$ cat src/rtl/recirc_ctrl.sv
// recirc_ctrl: sequencing controller for the four-lane recirculation demux.
// Drives the demux select (IDLE_OUT), runs the RESET/INIT/IDLE/ACTIVE/ERROR
// link state machine, latches the FIFO thresholds during INIT and keeps a
// sticky per-lane record of FIFO errors.
// Optional feature: define RECIRC_TIMEOUT_EN to add a recirculation watchdog
// that forces ERROR after TIMEOUT consecutive recirculating ACTIVE cycles.
module recirc_ctrl #(
    parameter logic [2:0] UMBRAL_ALTO_RST = 3'd6,
    parameter logic [2:0] UMBRAL_BAJO_RST = 3'd1,
    parameter logic [7:0] TIMEOUT         = 8'd255
) (
    input  logic       clk,
    input  logic       reset,
    input  logic       init,
    input  logic [2:0] umbral_alto_in,
    input  logic [2:0] umbral_bajo_in,
    input  logic [3:0] fifo_empty,
    input  logic [3:0] fifo_almost_full,
    input  logic [3:0] fifo_error,
    output logic       IDLE_OUT,
    output logic       active_out,
    output logic       idle_out_st,
    output logic       error_out,
    output logic [2:0] state,
    output logic [2:0] umbral_alto_out,
    output logic [2:0] umbral_bajo_out,
    output logic [3:0] error_lane
);

    typedef enum logic [2:0] {
        ST_RESET  = 3'd0,
        ST_INIT   = 3'd1,
        ST_IDLE   = 3'd2,
        ST_ACTIVE = 3'd3,
        ST_ERROR  = 3'd4
    } state_t;

    state_t state_q;
    state_t next_state;
    logic   pass_next;
    logic   timeout_hit;

`ifdef RECIRC_TIMEOUT_EN
    logic [7:0] wdog_cnt;

    assign timeout_hit = (state_q == ST_ACTIVE) && (wdog_cnt == TIMEOUT);

    // Count consecutive ACTIVE cycles spent recirculating; saturates at all-ones
    always_ff @(posedge clk) begin
        if (reset) begin
            wdog_cnt <= 8'd0;
        end else if ((state_q == ST_ACTIVE) && !IDLE_OUT) begin
            if (wdog_cnt != 8'hFF) begin
                wdog_cnt <= wdog_cnt + 8'd1;
            end
        end else begin
            wdog_cnt <= 8'd0;
        end
    end
`else
    logic unused_timeout;

    assign timeout_hit    = 1'b0;
    assign unused_timeout = ^TIMEOUT;
`endif

    // Next-state selection; within a state, errors win over init, init over the rest
    always_comb begin
        next_state = state_q;
        case (state_q)
            ST_RESET: begin
                next_state = ST_INIT;
            end
            ST_INIT: begin
                next_state = init ? ST_INIT : ST_IDLE;
            end
            ST_IDLE: begin
                if (|fifo_error) begin
                    next_state = ST_ERROR;
                end else if (init) begin
                    next_state = ST_INIT;
                end else if (fifo_empty != 4'hF) begin
                    next_state = ST_ACTIVE;
                end
            end
            ST_ACTIVE: begin
                if ((|fifo_error) || timeout_hit) begin
                    next_state = ST_ERROR;
                end else if (init) begin
                    next_state = ST_INIT;
                end else if (fifo_empty == 4'hF) begin
                    next_state = ST_IDLE;
                end
            end
            ST_ERROR: begin
                next_state = ST_ERROR;
            end
            default: begin
                next_state = ST_RESET;
            end
        endcase
    end

    // Data may pass only when heading to IDLE, or to ACTIVE with no FIFO near full
    always_comb begin
        pass_next = (next_state == ST_IDLE) ||
                    ((next_state == ST_ACTIVE) && (fifo_almost_full == 4'b0000));
    end

    // State register, registered decodes of next_state, thresholds and error capture
    always_ff @(posedge clk) begin
        if (reset) begin
            state_q         <= ST_RESET;
            IDLE_OUT        <= 1'b0;
            active_out      <= 1'b0;
            idle_out_st     <= 1'b0;
            error_out       <= 1'b0;
            umbral_alto_out <= UMBRAL_ALTO_RST;
            umbral_bajo_out <= UMBRAL_BAJO_RST;
            error_lane      <= 4'b0000;
        end else begin
            state_q     <= next_state;
            IDLE_OUT    <= pass_next;
            active_out  <= (next_state == ST_ACTIVE);
            idle_out_st <= (next_state == ST_IDLE);
            error_out   <= (next_state == ST_ERROR);
            if (state_q == ST_INIT) begin
                umbral_alto_out <= umbral_alto_in;
                umbral_bajo_out <= umbral_bajo_in;
            end
            if ((state_q == ST_IDLE) || (state_q == ST_ACTIVE)) begin
                error_lane <= error_lane | fifo_error;
            end
        end
    end

    assign state = state_q;

endmodule
$ cat config.mk
export PLATFORM = sky130hd
export DESIGN_NAME = recirc_ctrl
export DESIGN_NICKNAME = d
export VERILOG_FILES = /design/src/rtl/recirc_ctrl.sv
export SDC_FILE = /design/constraint.sdc
export NUM_CORES = 1
export LEC_CHECK = 0
export CELL_PAD_IN_SITES_DETAIL_PLACEMENT = 1
export CELL_PAD_IN_SITES_GLOBAL_PLACEMENT = 2
export CORE_ASPECT_RATIO = 1.1
export CORE_MARGIN = 5
export CORE_UTILIZATION = 20
export CTS_BUF_LIST = sky130_fd_sc_hd__clkbuf_2 sky130_fd_sc_hd__clkbuf_4 sky130_fd_sc_hd__clkbuf_8
export CTS_CLUSTER_SIZE = 24
export DETAILED_ROUTE_END_ITERATION = 10
export GPL_ROUTABILITY_DRIVEN = 0
export GPL_TIMING_DRIVEN = 0
export PLACE_DENSITY_LB_ADDON = 0.1
export SLEW_MARGIN = 25
export SYNTH_ARGS = -nofsm -noshare
export SYNTH_HDL_FRONTEND = slang
export SYNTH_SLANG_ARGS = --single-unit
$ cat constraint.sdc
create_clock -name clk -period 1.3 [get_ports clk]
set_input_delay 0.13 -clock clk [delete_from_list [all_inputs] [get_ports clk]]
set_output_delay 0.13 -clock clk [all_outputs]
set_load 0.05 [all_outputs]
; Word-level counts from Yosys, hierarchy flattened
; Cells that the tools add are included.
[classes]
bitwise_logic = 1
muxes = 8
n_eq_ne = 9
reduce_logical = 6
[op_table]
columns = operator, count
row1 = two-way mux 3 bit, 6
row2 = one-hot mux 3 bit (5 select lines), 1
row3 = "== test 3 x 2 -> 1 bit, second input constant", 4
row4 = "== test 3 bit, second input constant", 2
row5 = "== test 4 bit, second input constant", 1
row6 = zero test 4 bit, 1
row7 = "inequality test 4 bit, second input constant", 1
row8 = OR 4 bit, 1
row9 = OR reduction 4 bit, 1
row10 = "== test 3 x 1 -> 1 bit, second input constant", 1
row11 = zero test 3 bit, 1
row12 = logical OR 1 bit, 2
row13 = two-way mux 2 bit, 1
row14 = logical AND 1 bit, 1
[word_totals]
reg_bits = 17
inputBits = 21

; Depth between registers and ports, before layout
[logic_depth]
depth_word = 8
depth_mapped = 4

; Worst setup path after synthesis
; OpenSTA, ideal clock, no wires.
[synth_timing]
path_kind = reg-to-reg
start = register state_q[0], in the netlist state[0]
end = register umbral_alto_out[1]
period_less_slack_ps = 1475
stages_incl_launch_ff = 5
setup_time_ps = 120
path_buffers = 0
arrival_ps = 1355
path_slack_ps = -175
path_cell_list = dfxtp_1 nand2b_1 nor2_4 nor2b_1 a211o_1
[synth_via]
elab_chain_len = 1
[synth_rtl]
columns = element, line_no
row1 = from (decl), 38  ; state_t state_q;
row2 = from (signal assigned), 122  ; state_q <= next_state;
row3 = == test 3 x 1 -> 1 bit, 127  ; if (state_q == ST_INIT) begin
row4 = to (signal assigned), 128  ; umbral_alto_out <= umbral_alto_in;
row5 = to (decl), 25  ; output logic [2:0] umbral_alto_out,
; No other way between the ends.
; A chain may end at the register's enable or synchronous reset.

; Worst setup path after layout
[layout_timing]
start = register state_q[1], in the netlist state[1]
end = register IDLE_OUT
[layout_via]
elab_chain_len = 7
[layout_rtl]
columns = element, line_no
row1 = two-way mux 3 bit (on tied branches), "91, 82"
row2 = two-way mux 3 bit (on tied branches), "89, 80"
row3 = two-way mux 3 bit (on tied branches), "87, 78"
row4 = one-hot mux 3 bit (5 select lines) (*), 70  ; case (state_q)
row5 = == test 3 x 2 -> 1 bit, 107  ; ((next_state == ST_ACTIVE) && (fifo_almost_full == 4'b0000));
row6 = logical AND 1 bit, 107
row7 = logical OR 1 bit (*), 106  ; pass_next = (next_state == ST_IDLE) ||
row8 = to (signal assigned), 123  ; IDLE_OUT <= pass_next;
row9 = to (decl), 20  ; output logic IDLE_OUT,
; Every way passes the cells marked *; elsewhere a longest branch is shown, timed or not.

==> out/metrics.cfg <==
[run_status]
status = complete, no violations

[grt]
grt_use_total = 0.0894
gr-usage-met1 = 0.0938
top_usage_layer = met2
overflow = 0
grt_pass1_wl_um = 2970
grt_pass1_vias = 666
grt_max_degree = 11
met2_usage = 0.152
use_met3 = 0.0361
antenna_found_initial = 0

[cts]
clk_pin_slew_worst_paths_ns = 0.10
cts_hold_repair.buffers = 0
htree_levels = 1
max-clock-path-buffers = 2
cts_tree = built
cts.sinks = 17
cts_buffers = 3
clk_latency_ns = 0.28
cts-root-buf = clkbuf_4
cts_setup_buffers = 0

[synthesis]
syn-cell-area_um2 = 613
ys_seq_area_frac = 0.555
synth_area_leaders = dfxtp_1, nor2_1, mux2i_1, a211o_1, a21oi_1
syn_inst = 61
ys.warnings.count = 0
syn-num-nets = 82
synth_top_cell_by_area = dfxtp_1
synth.top_cell.area_share = 0.555
synth-seq-cells = 17
postSynthAreaPerCell_um2 = 10.1
synth.distinct_cells = 20

[power_and_ir_drop]
total_leakage_power_nw = 0.448
power_density_nw_per_um2 = 1160
ir_drop_mv = 0.377

[sta]
whs_ns = 0.195
fmax_mhz = 797
finalHoldViolCount = 0
setup_ws_ns = 0.0458
setup_viol = 0
period_minus_slack_ns = 1.25
worst_pin_slew_ns = 0.500
finalMaxSlewViolations = 0
final.period_utilization = 0.965
skew_ns = 0.00197
maxSlewHeadroom = 0.668

[setup_path]
path_buf_inv = 0
cp_top_family = simple AND/OR/NAND/NOR gates
crit_path_end_kind = register
path_max_fanout = 8
cp_cell_sequence = and4b_1, a311oi_2, and2_4, a21oi_2
start_kind = register
worst-path-stages = 4
worstPathRequired_ns = 1.48
worstPathArrival_ns = 1.44
crit_type = register to register
cpMaxStageDelayCell = dfxtp_4
max_stage_delay_ns = 0.39
rr_worst_depth = 4

[floorplan]
die_area_um2 = 4270
core_area_um2 = 3000
io_pins = 38
die_h_um = 68.1
rows = 21
die_width_um = 62.8
initial_core_util = 0.205

[drt]
drc = 0
drt_iter0_markers = 7
drtPass1Iterations = 3
wl_um = 1840
viasPerCell = 4.39
drt-wirelength-per-cell_um = 13.4
num_vias = 602
ant_nets = 0

[layout]
drive_above_1_share = 0.272
mostFrequentLayoutCells = clkdlybuf4s50_1, dfxtp_1, nor2_1
nets = 125
diodes = 0
final_common_cell = clkdlybuf4s50_1
areaGrowthSynthToFinish_pct = 68.8

[placement]
port_buffers = 37
post-place-ws_ns = -0.360
hpwl_um = 1420

[min_path]
min_path_cells = 3
hold_class = input pin to register

[flow_run]
cap_violations = 0

## registers in the layout, summed over array words and instances, names as in the netlist
name             flops
error_lane           4
IDLE_OUT             1
umbral_alto_out      3
idle_out_st          1
error_out            1
umbral_bajo_out      3
active_out           1
state                3
## cell usage after synthesis
library cell,n
a2111o_1,1
nor4_2,1
and2_1,1
nor2_4,1
o41ai_1,1
or4_1,1
nor2_1,14
nand2b_1,1
a311oi_1,1
nor2b_1,4
a21oi_2,1
clkbuf_1,1
a211o_1,3
nand2_1,2
dfxtp_1,17
and4b_1,1
mux2i_1,3
a21oi_1,5
nor3b_1,1
inv_1,1
## worst register-to-register path: stages (launching register included)
cell and delay [ns]:
dfxtp_4 0.39, and4b_1 0.20, a311oi_2 0.33, and2_4 0.20
a21oi_2 0.05
## power by group
| part | switching (mW) | internal [mW] | leakage [nW] |
|---|---|---|---|
| combinational | 0.199 | 0.128 | 0.290 |
| clock | 0.157 | 0.140 | 0.0184 |
| sequential | 0.0237 | 0.554 | 0.140 |
| total | 0.380 | 0.822 | 0.448 |
## metal layers
metal,vias to the layer above,share of wire
li1,299,-
met5,-,0
met1,282,0.45
met2,19,0.47
met3,2,0.068
met4,0,0.011
## timing repair
action                                  4_1_cts  5_1_grt
pin swaps                                     2        3
cloned                                        0        1
hold endpoints to repair                      0        0
resized for setup                            33       26
endpoints found under the setup margin       24       24
## area by class of cell
cell class | instances | area, um^2
Tap cell | 34 | 42.5
Multi-Input combinational cell | 43 | 295
Clock buffer | 4 | 30.0
Sequential cell | 17 | 347
Buffer | 1 | 3.75
Fill cell | 365 | 1960
Timing Repair Buffer | 37 | 313
Inverter | 1 | 3.75
## path summary, 6_finish.rpt
path / from / to / slack (ns)
hold / removal: fifo_error[3] / error_lane[3]$_SDFFE_PP0P_ / 0.19
setup reg to reg: state[1]$_SDFF_PP0_ / IDLE_OUT$_SDFF_PP0_ / 0.05
setup / recovery: state[1]$_SDFF_PP0_ / IDLE_OUT$_SDFF_PP0_ / 0.05
hold reg to reg: error_lane[2]$_SDFFE_PP0P_ / error_lane[2]$_SDFFE_PP0P_ / 0.48
## cells by family (layout without fill, tap and decap cells)
logic type	count (synthesis)	after routing	share of synthesized area
AOI/OAI and AO/OA	12	12	0.145
buffers and inverters	2	43	0.0122
DFF	17	17	0.555
muxes	3	3	0.0490
and+or+nand+nor	27	28	0.239
## stage by stage
stage                     power, mW  TNS [ns]  utilization  area [um^2]  instances
after global routing           1.28   -0.0416        0.345         1030        137
final                          1.20         0        0.345         1030        137
after CTS                      1.22   -0.0309        0.351         1050        136
after floorplan               0.781         0            -          616         61
after detailed placement      0.935     -3.14        0.343         1030        132
after global placement        0.930     -3.21        0.343         1030        132
Power figures use the tool's default switching activity.
